File: src/rtl/acc_bus_ctrl.sv
`default_nettype none
// ============================================================================
//  Module   : acc_bus_ctrl
//  Brief    : Bus-side initiator for the A/B accumulator register pair.
//             Turns a valid/ready command stream into strobed register
//             writes, enabled reads and an A<->B swap. One response is
//             returned per command.
//  Revision : 1.0  initial release
// ============================================================================
module acc_bus_ctrl #(
    parameter int DW = 8
) (
    input  logic          CLK,
    input  logic          RSTn,
    input  logic          CMD_VALID,
    output logic          CMD_READY,
    input  logic [2:0]    CMD_OP,
    input  logic [DW-1:0] CMD_DATA,
    output logic          RSP_VALID,
    input  logic          RSP_READY,
    output logic [DW-1:0] RSP_DATA,
    output logic          RSP_ERR,
    output logic [DW-1:0] DIN,
    output logic          IAn,
    output logic          IBn,
    output logic          EAn,
    output logic          EBn,
    input  logic [DW-1:0] DOUT_IN
);

    // Command opcodes
    localparam logic [2:0] C_OP_WR_A = 3'b000;
    localparam logic [2:0] C_OP_WR_B = 3'b001;
    localparam logic [2:0] C_OP_RD_A = 3'b010;
    localparam logic [2:0] C_OP_RD_B = 3'b011;
    localparam logic [2:0] C_OP_SWAP = 3'b100;

    // WR doubles as the final swap step (load B with the saved A value);
    // RD doubles as the one-cycle delay before an illegal-opcode response.
    typedef enum logic [2:0] {
        ST_IDLE = 3'd0,
        ST_WR   = 3'd1,
        ST_RD   = 3'd2,
        ST_SW1  = 3'd3,
        ST_SW2  = 3'd4,
        ST_SW3  = 3'd5,
        ST_SW4  = 3'd6,
        ST_RSP  = 3'd7
    } state_t;

    state_t        state_q,     state_d;
    logic          err_q,       err_d;
    logic [DW-1:0] din_q,       din_d;
    logic [DW-1:0] tmp_a_q,     tmp_a_d;
    logic          ia_n_q,      ia_n_d;
    logic          ib_n_q,      ib_n_d;
    logic          ea_n_q,      ea_n_d;
    logic          eb_n_q,      eb_n_d;
    logic          rsp_valid_q, rsp_valid_d;
    logic [DW-1:0] rsp_data_q,  rsp_data_d;
    logic          rsp_err_q,   rsp_err_d;
    logic          cmd_ready_q, cmd_ready_d;

    // Next-state and next-output computation for the sequencer
    always_comb begin
        state_d     = state_q;
        err_d       = err_q;
        din_d       = din_q;
        tmp_a_d     = tmp_a_q;
        ia_n_d      = ia_n_q;
        ib_n_d      = ib_n_q;
        ea_n_d      = ea_n_q;
        eb_n_d      = eb_n_q;
        rsp_valid_d = rsp_valid_q;
        rsp_data_d  = rsp_data_q;
        rsp_err_d   = rsp_err_q;

        case (state_q)
            ST_IDLE: begin
                if (CMD_VALID && cmd_ready_q) begin
                    case (CMD_OP)
                        C_OP_WR_A: begin din_d = CMD_DATA; ia_n_d = 1'b0; state_d = ST_WR; end
                        C_OP_WR_B: begin din_d = CMD_DATA; ib_n_d = 1'b0; state_d = ST_WR; end
                        C_OP_RD_A: begin ea_n_d = 1'b0; state_d = ST_RD; end
                        C_OP_RD_B: begin eb_n_d = 1'b0; state_d = ST_RD; end
                        C_OP_SWAP: begin ea_n_d = 1'b0; state_d = ST_SW1; end
                        default:   begin err_d  = 1'b1; state_d = ST_RD; end
                    endcase
                end
            end
            ST_WR: begin
                // Target register captures DIN on this edge
                ia_n_d      = 1'b1;
                ib_n_d      = 1'b1;
                rsp_data_d  = din_q;
                rsp_err_d   = 1'b0;
                rsp_valid_d = 1'b1;
                state_d     = ST_RSP;
            end
            ST_RD: begin
                ea_n_d      = 1'b1;
                eb_n_d      = 1'b1;
                rsp_data_d  = err_q ? '0 : DOUT_IN;
                rsp_err_d   = err_q;
                err_d       = 1'b0;
                rsp_valid_d = 1'b1;
                state_d     = ST_RSP;
            end
            ST_SW1: begin
                // Save old A, then leave the read bus idle for one cycle
                tmp_a_d = DOUT_IN;
                ea_n_d  = 1'b1;
                state_d = ST_SW2;
            end
            ST_SW2: begin
                eb_n_d  = 1'b0;
                state_d = ST_SW3;
            end
            ST_SW3: begin
                din_d   = DOUT_IN;
                eb_n_d  = 1'b1;
                ia_n_d  = 1'b0;
                state_d = ST_SW4;
            end
            ST_SW4: begin
                ia_n_d  = 1'b1;
                din_d   = tmp_a_q;
                ib_n_d  = 1'b0;
                state_d = ST_WR;
            end
            ST_RSP: begin
                if (RSP_READY) begin
                    rsp_valid_d = 1'b0;
                    state_d     = ST_IDLE;
                end
            end
            default: state_d = ST_IDLE;
        endcase

        // Ready is registered, so derive it from where the FSM is heading
        cmd_ready_d = (state_d == ST_IDLE) && !rsp_valid_d;
    end

    // State and output registers; reset forces every strobe/enable inactive
    always_ff @(posedge CLK or negedge RSTn) begin
        if (!RSTn) begin
            state_q     <= ST_IDLE;
            err_q       <= 1'b0;
            din_q       <= '0;
            tmp_a_q     <= '0;
            ia_n_q      <= 1'b1;
            ib_n_q      <= 1'b1;
            ea_n_q      <= 1'b1;
            eb_n_q      <= 1'b1;
            rsp_valid_q <= 1'b0;
            rsp_data_q  <= '0;
            rsp_err_q   <= 1'b0;
            cmd_ready_q <= 1'b0;
        end else begin
            state_q     <= state_d;
            err_q       <= err_d;
            din_q       <= din_d;
            tmp_a_q     <= tmp_a_d;
            ia_n_q      <= ia_n_d;
            ib_n_q      <= ib_n_d;
            ea_n_q      <= ea_n_d;
            eb_n_q      <= eb_n_d;
            rsp_valid_q <= rsp_valid_d;
            rsp_data_q  <= rsp_data_d;
            rsp_err_q   <= rsp_err_d;
            cmd_ready_q <= cmd_ready_d;
        end
    end

    assign CMD_READY = cmd_ready_q;
    assign RSP_VALID = rsp_valid_q;
    assign RSP_DATA  = rsp_data_q;
    assign RSP_ERR   = rsp_err_q;
    assign DIN       = din_q;
    assign IAn       = ia_n_q;
    assign IBn       = ib_n_q;
    assign EAn       = ea_n_q;
    assign EBn       = eb_n_q;

endmodule
`default_nettype wire

File: config.mk
export PLATFORM = sky130hd
export DESIGN_NAME = acc_bus_ctrl
export DESIGN_NICKNAME = d
export VERILOG_FILES = /design/src/rtl/acc_bus_ctrl.sv
export SDC_FILE = /design/constraint.sdc
export NUM_CORES = 1
export LEC_CHECK = 0
export CORE_ASPECT_RATIO = 0.75
export CORE_MARGIN = 5
export CORE_UTILIZATION = 49
export CTS_BUF_LIST = sky130_fd_sc_hd__clkbuf_16
export DETAILED_ROUTE_END_ITERATION = 10
export GPL_ROUTABILITY_DRIVEN = 0
export PLACE_DENSITY = 0.79
export SYNTH_ARGS = -nofsm -noshare
export SYNTH_HDL_FRONTEND = slang
export SYNTH_SLANG_ARGS = --single-unit
export TNS_END_PERCENT = 30
File: constraint.sdc
create_clock -name CLK -period 1.55 [get_ports CLK]
set_input_delay 0.155 -clock CLK [delete_from_list [all_inputs] [get_ports CLK]]
set_output_delay 0.155 -clock CLK [all_outputs]
set_load 0.005 [all_outputs]
==> summary.md <==
| Metric | Value |
|---|---|
| Outcome | `finished clean` |
| CTS tree | `done` |
| Fraction of registers with async set/reset | `100%` |
| Diode count | `0` |
| FMAX | `671 MHz` |
| Slowest CP cell | `dfstp_2` |
| Unrepaired setup endpoints after global routing | `false` |
| Layout Nets | `283` |
| Buf+Inv Stages, Crit Path | `1` |
| Slowest stage delay, CP | `0.55 ns` |
| DRC viols | `0` |
| Area added between synthesis and finish | `41.3%` |
| Type of origin of the critical path | `flop` |
| Final hold violations | `0` |
| Gr ovfl total | `0` |
| CP cell instances | `clkdlybuf4s50_1` |
| Drt wl/cell | `15.1 µm` |
| FP Rows | `19` |
| I/O pins | `46` |
| Die H | `63.5 µm` |
| Crit Path Max Fanout | `3` |
| PwrDens | `between 2000 and 2500 nW/µm²` |
| Root Buffer | `clkbuf_16` |
| Number of global-route vias before repair | `1,569` |
| Global-route wire length before repair | `between 7000 and 8000 µm` |
| Period Utilization, post-route | `96.1%` |
| H-tree levels | `2` |
| Total GRT Usage | `19.6%` |
| Max rail drop VDD | `~1.1 mV` |
| Mux share of post-synthesis cell area | `under 10%` |
| Most frequent cells in the layout | `clkdlybuf4s50_1 (45), dfrtp_1 (28), nand2_1 (24)` |
| Adder-cell share of the synthesized area | `0%` |
| EDFF count, synth | `0` |
| Die Area | `5170 µm²` |
| Syn_nets | `226` |
| Clock Sink Count | `35` |
| P_leak | `1.11 nW` |
| Number of buffers created by CTS | `5` |
| Initial DRC Count | `~120` |
| Worst-path clk slew | `~0.060 ns` |
| Worst Tran Pin Value | `0.289 ns` |
| DRT Pass-1 Iters | `5` |
| Max Cap Viol | `0` |
| Die W | `81.4 µm` |
| Sequential-to-total area share from yosys stat | `47.0%` |
| Worst slew margin | `80.5%` |
| Synth Register Bits | `35` |
| Layout Cells excl Fill | `313` |
| Share of cells above drive strength 1 | `19.9%` |
| Final setup fails | `0` |
| Hold_ws | `0.243 ns` |
| Post-synth cell types | `42` |
| Fill cells | `290` |
| Post-Synth XOR/XNOR Area | `less than 1%` |
| Area of the multi-input gates | `856 µm²` |
| Post-Route WL | `4740 µm` |
| Initial Utilization | `50.8%` |
| Port Buffers | `45` |
| Sequential cell area | `885 µm²` |
| Max clock buf depth | `2` |
| Simple-gate share of the synthesized area | `14.7%` |
| DP Cell Count | `roughly 300` |
| Main combinational cell family by area after synthesis | `compound AO/OA/AOI/OAI gates` |
| Setup_tns | `0 ns` |
| Crit Path Class | `flop to output port` |
| Compound-Gate Fraction of Synth Area | `26.5%` |
| Post-route minimum period | `1.49 ns` |
| Via/cell ratio | `5.51` |
| Ys Warns | `0` |
| Post-synthesis average cell area | `about 9.2 µm²` |
| Data required, critical path | `around 1.4 ns` |
| Arr. time, crit path | `1.34 ns` |
| Clk_lat worst skew | `roughly 0.28 ns` |
| CP delay by family, top | `flip-flops` |
| Via count | `1,724` |
| Hold crit path type | `input port to async pin` |
| Antenna viol nets, final | `0` |
| Post-DP HPWL | `3500 µm` |
| Fin Clk Skew | `0.00473 ns` |
| Commonest non-fill, non-tap cell in the layout | `clkdlybuf4s50_1` |
| Placeable Area | `between 3000 and 4000 µm²` |
| Worst Setup End Kind | `output port` |
| Fin. max-slew vios | `0` |
| Synth Flop Type | `dfrtp_1` |
| Cell Area, Synth | `1870 µm²` |
| Largest net degree at the start of global routing | `36` |
| Mapped Cells | `203` |
| Initial antenna violation count | `0` |
==> cell usage after synthesis (4+ instances only) <==
cell type / number / area, µm²
o21ai_1: 6 / 30.0
nand3b_1: 4 / 30.0
o32ai_1: 8 / 70.1
dfstp_2: 4 / 105
o22ai_1: 8 / 50.1
nor2_1: 18 / 67.6
o21ai_0: 15 / 75.1
a31oi_1: 9 / 56.3
o31ai_1: 6 / 45.0
inv_1: 15 / 56.3
dfrtp_1: 31 / 776
nand2_1: 25 / 93.8
buf_2: 6 / 30.0
o221a_2: 5 / 56.3
clkbuf_1: 6 / 22.5
==> logic make-up after synthesis <==
family / count (synthesis)
xor+xnor: 2
simple gates: 59
compound gates: 69
flops: 35
mux: 6
buf+inv: 32
==> stage by stage <==
| stage | area [µm²] | total power [mW] | setup WS, ns | utilization (%) |
|---|---|---|---|---|
| 2_1_floorplan | 1870 | 3.38 | 0.148 | - |
| 3_3_place_gp | 2480 | 4.46 | -0.0000184 | 67.2 |
| 3_5_place_dp | 2480 | 4.54 | -0.0829 | 67.2 |
| 4_1_cts | 2620 | 5.54 | 0.0341 | 71.2 |
| 5_1_grt | 2650 | 6.02 | 0.000475 | 71.9 |
| 6_report | 2650 | 5.60 | 0.0598 | 71.9 |
==> worst register-to-register path: stages, from the launching register on <==
cell and delay [ns]:
dfrtp_2 0.51, nor2_1 0.20, nand2_1 0.15, buf_4 0.19, o221a_2 0.27
==> where the power goes <==
group          internal (mW)  switching, mW  total, mW
Combinational           1.54           1.27       2.81
Sequential              1.40          0.432       1.83
Clock                  0.591          0.376      0.967
Total                   3.53           2.08       5.60
==> final timing paths <==
check | start | endpoint | slack, ns | depth (start not counted)
max | IAn | IAn | 0.06 | 1
min | RSTn | RSP_VALID | 0.24 | 2
max reg2reg | state_q[1] | RSP_DATA[4] | 0.12 | 4
min reg2reg | tmp_a_q[1] | tmp_a_q[1] | 0.49 | 2
max in group asynchronous | RSTn | EAn | 1.07 | 2
min in group CLK | tmp_a_q[1] | tmp_a_q[1] | 0.49 | 2
==> area by class of cell <==
type                            count  area share (%)
Tap cell                           52            2.46
Clock inverter                      3           0.756
Multi-Input combinational cell    136            32.3
Clock buffer                        5            4.73
Sequential cell                    35            33.4
Inverter                           16            2.41
Timing Repair Buffer               66            23.9
==> routing by layer <==
layer	GRT usage, %	part of all wire [%]
met5	0	0
met4	5.49	0.68
met3	3.99	6.3
met2	28.5	45
met1	29.3	48
==> registers in the layout, summed over array words and instances (netlist names) <==
name and flops:
RSP_VALID 1, DIN 8, RSP_DATA 8, err_q 1
IBn 1, CMD_READY 1, IAn 1, state_q 3
EAn 1, tmp_a_q 8, RSP_ERR 1, EBn 1
==> timing repair <==
item                                    in CTS  in global routing
resized for setup                            0                  5
hold buffers                                 0                  0
endpoints found under the setup margin       0                 22
setup buffers                                0                  2
Power figures use the tool's default switching activity.
